===== config.mk =====
export PLATFORM = sky130hd
export DESIGN_NAME = ysyx_25020037_fwd_buf_flat
export DESIGN_NICKNAME = d
export VERILOG_FILES = /design/src/rtl/ysyx_25020037_fwd_buf_if.sv /design/src/rtl/ysyx_25020037_fwd_buf.sv /design/src/flat_wrapper.sv
export SDC_FILE = /design/constraint.sdc
export NUM_CORES = 1
export LEC_CHECK = 0
export ABC_AREA = 1
export CORE_MARGIN = 2
export CORE_UTILIZATION = 40
export CTS_CLUSTER_DIAMETER = 200
export CTS_CLUSTER_SIZE = 24
export DETAILED_ROUTE_END_ITERATION = 6
export MAX_ROUTING_LAYER = met4
export PLACE_DENSITY = 0.73
export SLEW_MARGIN = 15
export SYNTH_ARGS = -nofsm -noshare
export SYNTH_HDL_FRONTEND = slang
export SYNTH_SLANG_ARGS = --single-unit

===== constraint.sdc =====
create_clock -name clk -period 3.7 [get_ports clk]
set_input_delay 0.37 -clock clk [delete_from_list [all_inputs] [get_ports clk]]
set_output_delay 0.37 -clock clk [all_outputs]
set_load 0.02 [all_outputs]

===== src/rtl/ysyx_25020037_fwd_buf_if.sv =====
// ysyx_25020037_fwd_buf_if: push, load-completion and lookup bundle between the EX stage and its forwarding buffer
interface ysyx_25020037_fwd_buf_if #(parameter int NREAD = 2, parameter int XLEN = 32);
  logic push_valid;
  logic push_we;
  logic [4:0] push_rd;
  logic [XLEN-1:0] push_data;
  logic push_is_load;
  logic push_ready;
  logic ld_done_valid;
  logic [XLEN-1:0] ld_done_data;
  logic clr;
  logic [NREAD*5-1:0] rd_addr;
  logic [NREAD*XLEN-1:0] rd_rf_data;
  logic [NREAD*XLEN-1:0] rd_data;
  logic [NREAD-1:0] rd_hit;
  logic [NREAD-1:0] rd_wait;
  modport master (
    output push_valid, push_we, push_rd, push_data, push_is_load,
    output ld_done_valid, ld_done_data, clr, rd_addr, rd_rf_data,
    input push_ready, rd_data, rd_hit, rd_wait
  );
  modport slave (
    input push_valid, push_we, push_rd, push_data, push_is_load,
    input ld_done_valid, ld_done_data, clr, rd_addr, rd_rf_data,
    output push_ready, rd_data, rd_hit, rd_wait
  );
endinterface


===== src/rtl/ysyx_25020037_fwd_buf.sv =====
// ysyx_25020037_fwd_buf: age-ordered EX-stage forwarding buffer with in-order load completion
module ysyx_25020037_fwd_buf #(
  parameter int DEPTH = 4,
  parameter int NREAD = 2,
  parameter int XLEN = 32,
  parameter int LD_FWD = 0
) (
  input logic clk,
  input logic rst,
  ysyx_25020037_fwd_buf_if.slave bus,
  output logic [$clog2(DEPTH+1)-1:0] pend_cnt,
  output logic ld_err
);
  localparam int IW = $clog2(DEPTH);
  localparam int CW = $clog2(DEPTH+1);
  logic [DEPTH-1:0] valid, pend, valid_n, pend_n;
  logic [4:0] rd [DEPTH];
  logic [4:0] rd_n [DEPTH];
  logic [XLEN-1:0] data [DEPTH];
  logic [XLEN-1:0] data_n [DEPTH];
  logic [IW-1:0] old_idx;
  logic has_pend, do_push, new_valid;
  always_comb begin
    old_idx = '0;
    has_pend = 1'b0;
    for (int i = 0; i < DEPTH; i++)
      if (valid[i] && pend[i]) begin
        old_idx = IW'(i);
        has_pend = 1'b1;
      end
  end
  assign bus.push_ready = !(valid[DEPTH-1] && pend[DEPTH-1]) || bus.ld_done_valid;
  assign do_push = bus.push_valid && bus.push_ready;
  assign new_valid = bus.push_we && bus.push_rd != 5'd0;
  // completion lands before the shift so it follows the entry to its new slot
  always_comb begin
    valid_n = valid;
    pend_n = pend;
    rd_n = rd;
    data_n = data;
    if (bus.clr) begin
      valid_n = '0;
      pend_n = '0;
    end else if (bus.ld_done_valid && has_pend) begin
      data_n[old_idx] = bus.ld_done_data;
      pend_n[old_idx] = 1'b0;
    end
    if (do_push) begin
      valid_n = {valid_n[DEPTH-2:0], new_valid};
      pend_n = {pend_n[DEPTH-2:0], new_valid && bus.push_is_load};
      for (int i = DEPTH-1; i > 0; i--) begin
        rd_n[i] = rd_n[i-1];
        data_n[i] = data_n[i-1];
      end
      rd_n[0] = bus.push_rd;
      data_n[0] = bus.push_is_load ? '0 : bus.push_data;
    end
  end
  always_ff @(posedge clk) begin
    if (rst) begin
      valid <= '0;
      pend <= '0;
      ld_err <= 1'b0;
    end else begin
      valid <= valid_n;
      pend <= pend_n;
      rd <= rd_n;
      data <= data_n;
      if (bus.ld_done_valid && !has_pend && !bus.clr) ld_err <= 1'b1;
    end
  end
  always_comb begin
    pend_cnt = '0;
    for (int i = 0; i < DEPTH; i++) pend_cnt = pend_cnt + CW'(valid[i] && pend[i]);
  end
  // scanning oldest to newest lets the newest match overwrite older ones
  always_comb begin
    bus.rd_data = '0;
    bus.rd_hit = '0;
    bus.rd_wait = '0;
    for (int k = 0; k < NREAD; k++) begin
      bus.rd_data[XLEN*k +: XLEN] = bus.rd_rf_data[XLEN*k +: XLEN];
      for (int i = DEPTH-1; i >= 0; i--)
        if (valid[i] && rd[i] == bus.rd_addr[5*k +: 5] && bus.rd_addr[5*k +: 5] != 5'd0) begin
          bus.rd_hit[k] = 1'b1;
          bus.rd_data[XLEN*k +: XLEN] = (LD_FWD != 0 && bus.ld_done_valid && pend[i] && IW'(i) == old_idx) ? bus.ld_done_data : data[i];
          bus.rd_wait[k] = pend[i] && !(LD_FWD != 0 && bus.ld_done_valid && IW'(i) == old_idx);
        end
    end
  end
endmodule


===== src/flat_wrapper.sv =====
// flat-port wrapper written by rule: the top's interface ports become plain ports
module ysyx_25020037_fwd_buf_flat 
#(
  parameter int DEPTH = 4,
  parameter int NREAD = 2,
  parameter int XLEN = 32,
  parameter int LD_FWD = 0
)
  (clk, rst, pend_cnt, ld_err, bus_push_valid, bus_push_we, bus_push_rd, bus_push_data, bus_push_is_load, bus_ld_done_valid, bus_ld_done_data, bus_clr, bus_rd_addr, bus_rd_rf_data, bus_push_ready, bus_rd_data, bus_rd_hit, bus_rd_wait);
  ysyx_25020037_fwd_buf_if #(.NREAD(NREAD), .XLEN(XLEN)) bus_i ();
  input logic clk;
  input logic rst;
  output logic [$clog2(DEPTH+1)-1:0] pend_cnt;
  output logic ld_err;
  input wire logic [$bits(bus_i.push_valid)-1:0] bus_push_valid;
  input wire logic [$bits(bus_i.push_we)-1:0] bus_push_we;
  input wire logic [$bits(bus_i.push_rd)-1:0] bus_push_rd;
  input wire logic [$bits(bus_i.push_data)-1:0] bus_push_data;
  input wire logic [$bits(bus_i.push_is_load)-1:0] bus_push_is_load;
  input wire logic [$bits(bus_i.ld_done_valid)-1:0] bus_ld_done_valid;
  input wire logic [$bits(bus_i.ld_done_data)-1:0] bus_ld_done_data;
  input wire logic [$bits(bus_i.clr)-1:0] bus_clr;
  input wire logic [$bits(bus_i.rd_addr)-1:0] bus_rd_addr;
  input wire logic [$bits(bus_i.rd_rf_data)-1:0] bus_rd_rf_data;
  output wire logic [$bits(bus_i.push_ready)-1:0] bus_push_ready;
  output wire logic [$bits(bus_i.rd_data)-1:0] bus_rd_data;
  output wire logic [$bits(bus_i.rd_hit)-1:0] bus_rd_hit;
  output wire logic [$bits(bus_i.rd_wait)-1:0] bus_rd_wait;
  assign bus_i.push_valid = bus_push_valid;
  assign bus_i.push_we = bus_push_we;
  assign bus_i.push_rd = bus_push_rd;
  assign bus_i.push_data = bus_push_data;
  assign bus_i.push_is_load = bus_push_is_load;
  assign bus_i.ld_done_valid = bus_ld_done_valid;
  assign bus_i.ld_done_data = bus_ld_done_data;
  assign bus_i.clr = bus_clr;
  assign bus_i.rd_addr = bus_rd_addr;
  assign bus_i.rd_rf_data = bus_rd_rf_data;
  assign bus_push_ready = bus_i.push_ready;
  assign bus_rd_data = bus_i.rd_data;
  assign bus_rd_hit = bus_i.rd_hit;
  assign bus_rd_wait = bus_i.rd_wait;
  ysyx_25020037_fwd_buf #(.DEPTH(DEPTH), .NREAD(NREAD), .XLEN(XLEN), .LD_FWD(LD_FWD)) u_core (.clk(clk), .rst(rst), .bus(bus_i), .pend_cnt(pend_cnt), .ld_err(ld_err));
endmodule

# Word level (Yosys, flattened, before mapping)

Index checks and enable logic that the tools add are counted.

$add $sub $neg: 3
Order comparisons: 4
Equal/unequal tests: 9
Muxes and demuxes: 45
Bitwise gates (word level): 4
Reductions and logical operators: 40

Operator list:

| cell                                                       | number |
|---|---|
| two-way mux 128 bit                                        | 3 |
| two-way mux 32 bit                                         | 10 |
| bitwise mux 128 bit                                        | 1 |
| demux 32 bit (select 2 bit)                                | 1 |
| == test 5 bit                                              | 8 |
| logical AND 1 bit                                          | 28 |
| two-way mux 1 bit                                          | 22 |
| two-way mux 4 bit                                          | 5 |
| nonzero test 5 bit                                         | 3 |
| adder 3 x 1 -> 3 bit                                       | 2 |
| AND 4 bit                                                  | 1 |
| two-way mux 2 bit                                          | 2 |
| inverter 4 bit                                             | 1 |
| nonzero test 2 bit                                         | 2 |
| >= comparator 3 bit, second input constant                 | 1 |
| zero test 1 bit                                            | 3 |
| less-than comparator 2 x 3 -> 1 bit, second input constant | 1 |
| less-than comparator 3 x 1 -> 1 bit, second input constant | 1 |
| inverter 2 -> 3 bit                                        | 1 |
| AND reduction 3 bit                                        | 1 |
| nonzero test 3 bit                                         | 1 |
| adder 1 x 1 -> 2 bit                                       | 1 |
| demux 1 bit (select 2 bit)                                 | 1 |
| >= comparator 2 x 1 -> 1 bit, second input constant        | 1 |
| other kinds (4)                                            | 4 |

Bits in registers: 157
Input bits: 150
Output and inout port bits: 73
Logic and storage cells: 118

# Longest topological paths before layout

Depth in word-level cells: 13
Depth in mapped cells: 12
Mapped depth without buffers: 12

# Worst setup path before layout

No wires, ideal clock.

Path kind: register to register
Start: register u_core.pend[3]
End: register u_core.data[0] (netlist name), enable pin
Library setup time: 0.432 ns
Arrival: 2.762 ns
Required time: 3.268 ns
Setup slack: 0.505 ns
Cell stages (with the launch flop): 8
Buffers on the path: 2
Clock period less this slack: 3.195 ns
Cell sequence: dfxtp_1 > nand2_2 > inv_2 > nand2_1 > nand2_2 > buf_2 > buf_2 > a21oi_1

Cells in the longest elaborated chain, start to end: 6
Elaborated cells on any way between the ends: 9
Those cells by class: eq/ne: 1; mux: 1; reduce/logical: 7

Ends and longest elaborated chain:

| element                                                                       | line                        | RTL |
|---|---|---|
| start: declaration                                                            | ysyx_25020037_fwd_buf.sv:16 | `logic [DEPTH-1:0] valid, pend, valid_n, pend_n;` |
| start signal: assignment                                                      | ysyx_25020037_fwd_buf.sv:66 | `pend <= pend_n;` |
| logical AND 1 bit (*)                                                         | ysyx_25020037_fwd_buf.sv:32 | `assign bus.push_ready = !(valid[DEPTH-1] && pend[DEPTH-1]) \|\| bus.ld_done_valid;` |
| zero test 1 bit (*)                                                           | ysyx_25020037_fwd_buf.sv:32 |  |
| logical OR 1 bit (*)                                                          | ysyx_25020037_fwd_buf.sv:32 |  |
| via bus_push_ready                                                            | flat_wrapper.sv:25          | `output wire logic [$bits(bus_i.push_ready)-1:0] bus_push_ready;` |
| logical AND 1 bit (*)                                                         | ysyx_25020037_fwd_buf.sv:33 | `assign do_push = bus.push_valid && bus.push_ready;` |
| != test 2 x 1 -> 1 bit (no source line) or nonzero test 2 bit (tied branches) | -                           |  |
| AND reduction 3 bit (no source line) (*)                                      | -                           |  |
| end signal: assignment                                                        | ysyx_25020037_fwd_buf.sv:68 | `data <= data_n;` |
| end: declaration                                                              | ysyx_25020037_fwd_buf.sv:19 | `logic [XLEN-1:0] data [DEPTH];` |

The timed path passes the listed nets; every way through them passes the cells marked *.
A chain may end at the register's enable or synchronous reset.

# Final worst setup path

Start: input port bus_rd_addr[9]
End: output port bus_rd_data[47]

Cells in the longest elaborated chain, start to end: 7
Elaborated cells on any way between the ends: 17
Those cells by class: eq/ne: 4; mux: 4; reduce/logical: 9

Ends and longest elaborated chain:

| element                         | line                        | RTL |
|---|---|---|
| start: declaration              | flat_wrapper.sv:23          | `input wire logic [$bits(bus_i.rd_addr)-1:0] bus_rd_addr;` |
| == test 5 bit                   | ysyx_25020037_fwd_buf.sv:84 | `if (valid[i] && rd[i] == bus.rd_addr[5*k +: 5] && bus.rd_addr[5*k +: 5] != 5'd0) begin` |
| logical AND 1 bit (2 in a row)  | ysyx_25020037_fwd_buf.sv:84 |  |
| two-way mux 32 bit (3 in a row) | ysyx_25020037_fwd_buf.sv:84 |  |
| two-way mux 32 bit (*)          | ysyx_25020037_fwd_buf.sv:84 |  |
| end: declaration                | flat_wrapper.sv:26          | `output wire logic [$bits(bus_i.rd_data)-1:0] bus_rd_data;` |

Mark *: on every way between the ends. The rest lies on a longest branch, timed or not.

==> reports/summary.txt <==
================================================================================
Min Clock Period, post-route ......................................      3.56 ns
Buffer depth of the longest clock path ............................            2
Fmax ..............................................................      281 MHz
Power per unit of standard cell area ..............................  311 mW/mm^2
Die footprint ..................................................... 0.0326 sq mm
Mean instance size in the synthesized netlist .....................   6.61 sq um
Non-Filler Instances ..............................................         2473
Final ANT Viol Nets ...............................................            0
Layout area overhead ..............................................        25.9%
Crit-path max FO ..................................................           19
Number of remaining DRC errors ....................................            0
Final worst-path cycle share ......................................        0.963
Total placed instance area ........................................ 0.0151 sq mm
Sink Count ........................................................          157
Hold-fix buffer count after cts ...................................            0
Clock buffers created by TritonCTS ................................           17
LEAKAGE ...........................................................   0.00744 uW
Number of top-level pins ..........................................          223
HPWL after detailed placement .....................................      31.6 mm
Global router's overall resource usage ............................        0.286
Hold Startpoint ................................................... u_core.rd[12]
Cell at the root of the clock tree ................................    clkbuf_16
Violation count after the first detailed-route iteration ..........         1639
Share of synthesized registers carrying an async set or reset .....            0
Clock tree from TritonCTS .........................................        built
Vias per cell .....................................................         5.59
# setup viols final ...............................................            0
RSZ-0062 raised after global routing ..............................           no
Max-cap violations ................................................            0
Number of pins exceeding their max-slew limit in the final report .            0
Die Height ........................................................       181 um
Total of warnings raised by yosys .................................            0
Number of global-route vias before repair .........................        13100
Slew margin rel. ..................................................        0.363
Initial DRT Pass Iterations .......................................            6
Crit Path Class ...................................................    in -> out
Std cell rows .....................................................           64
Largest net degree at the start of global routing .................           79
Port buffer count .................................................          222
Result of the run ................................................. complete, no violations
Finished Cell Area ................................................ 0.0157 sq mm
Critical Path Start ............................................... bus_rd_addr[9]
Commonest non-fill, non-tap cell in the layout ....................      nand2_1
Clock network latency to the later pin of the worst-skew pair .....      0.43 ns
RR Startpoint ..................................................... u_core.pend[1]
Pin slew with the least headroom to its limit .....................     0.953 ns
Antenna cell count ................................................            0
Number of synthesized flops with an enable pin ....................          148
Cell count after placement ........................................         2441
Worst min-delay path class ........................................   reg -> reg
Post-synthesis cell type count ....................................           38
Post-Route WL .....................................................      46.6 mm
Max Clock Skew ....................................................    0.0144 ns
Gate Count Post-Synth .............................................         1889
Fraction of the yosys area taken by sequential cells ..............        0.371
Most frequently used flop master after synthesis ..................     edfxtp_1
Global placement routability congestion ...........................        0.944
Width of the die ..................................................       181 um
Post-cts resize count .............................................            0
Number of post-CTS setup repair buffers ...........................            0
Routed wirelength normalized by instance count ....................      18.9 um
CTS H-Tree Depth ..................................................            4
Syn Nets ..........................................................         2043
Core region area .................................................. 0.0307 sq mm
Post-synthesis instance area ...................................... 0.0125 sq mm
Number of synthesized register bits ...............................          157
Global-route wire length before repair ............................      71.4 mm
Count of endpoints failing hold in the final timing report ........            0
Highest-count cells in the layout ignoring fill and taps .......... nand2_1 (614), nand3_1 (332), inv_1 (262), clkdlybuf4s50_1 (222), edfxtp_1 (148)
Overflow left after global routing ................................            0
Kind of end point of the critical path ............................   output pin
Reg clk slew, reported paths ......................................      0.07 ns
Share of post-route cells with drive strength above 1 .............       0.0761
Final Net Count ...................................................         2218
Starting density of the core ......................................        0.407
Crit start category ...............................................    input pin
Maximum ir drop on the vdd rail ...................................       222 uV
Total negative slack for setup checks .............................         0 ns
Antenna violations before repair ..................................            0
Vias ..............................................................        13800
Required @ worst endpoint .........................................      3.33 ns
Worst EP arrival ..................................................      3.19 ns
================================================================================
[kinds of logic (layout without fill, tap and decap cells)]
| group | Yosys count | in the layout | share of synthesized area |
|---|---|---|---|
| AO/OA/AOI/OAI | 217 | 217 | 0.0978 |
| XOR/XNOR | 8 | 8 | 0.00562 |
| adder cells (fa/ha/maj) | 4 | 4 | 0.00461 |
| buffers and inverters | 395 | 583 | 0.136 |
| flip-flops | 157 | 157 | 0.371 |
| AND/OR/NAND/NOR | 1108 | 1108 | 0.385 |
[critical path, cell delays in order]
cell and delay, ns:
clkdlybuf4s50_1 0.54, inv_2 0.14, nand3_2 0.11, nor2_4 0.25, nor2_4 0.09, nand2_2 0.10, buf_4 0.28, nand2_1 0.18
nand3_1 0.12, nand2_1 0.07, a21oi_1 0.26, clkdlybuf4s50_1 0.67
[synthesized netlist by cell type, types with 2 or more instances]
cell type  count  area share
xnor2_1        5      0.0035
nand2_2        6      0.0030
inv_1        264       0.079
nand3_1      332        0.13
nand4_2        2      0.0020
buf_1          2     0.00060
nand3_2        2      0.0016
buf_6         12       0.011
nand2_1      617        0.19
a21oi_2       29       0.020
nor2_2         5      0.0025
xor2_1         3      0.0021
edfxtp_1     148        0.36
buf_2         74       0.030
o211ai_1       2      0.0012
a21oi_1       78       0.031
o21ai_0       92       0.037
buf_4          8      0.0048
nor3_1         3      0.0012
clkbuf_1      19      0.0057
nor2_1        91       0.027
dfxtp_1        9       0.014
nor2_4         6      0.0054
o21ai_1       11      0.0044
nand4_1       40       0.020
inv_2         15      0.0045
ha_1           3      0.0030
[area by class of cell]
cell class              count  area, sq um
fillers                  3019        15000
inverters                 280         1060
repair buffers            271         2750
clock buffers              18          429
flip-flops and latches    157         4620
well taps                 396          495
clock inverters            14          135
multi-input cells        1337         6210
[registers in the layout (all words and copies together), names as in the netlist]
name and flops:
u_core.ld_err 1, u_core.valid 4, u_core.pend 4, u_core.rd 20
u_core.data 128
[where the power goes]
group	switching (uW)	total, uW	internal (uW)
logic	560	963	402
registers	77.1	2160	2080
clock network	815	1760	943
total	1450	4880	3430
[stage by stage]
step	hold slack, ns	utilization	setup slack [ns]	power [uW]
detailed placement	0.503	0.494	0.228	3140
floorplan	0.439	-	0.505	2680
CTS	0.506	0.512	0.174	4870
global placement	0.467	0.494	0.184	3130
finish	0.504	0.512	0.138	4880
global route	0.508	0.512	0.00881	5050
[worst paths after layout]
kind / endpoint / slack [ns] / cells past startpoint
worst max-delay path: bus_rd_data[47] / 0.14 / 12
worst max register to register: u_core.data[51] / 0.95 / 10
worst min register to register: u_core.rd[7] / 0.50 / 0
worst min-delay path: u_core.rd[7] / 0.50 / 0
[per-layer routing]
metal / vias up / GRT usage / wire length, um / part of all wire
met2: 984 / 0.445 / 21300 / 0.46
met1: 6251 / 0.369 / 18400 / 0.40
li1: 6473 / - / - / -
met5: - / - / 0 / 0
met4: 0 / 0.123 / 1560 / 0.033
met3: 118 / 0.0453 / 5290 / 0.11
Power figures use the tool's default switching activity.
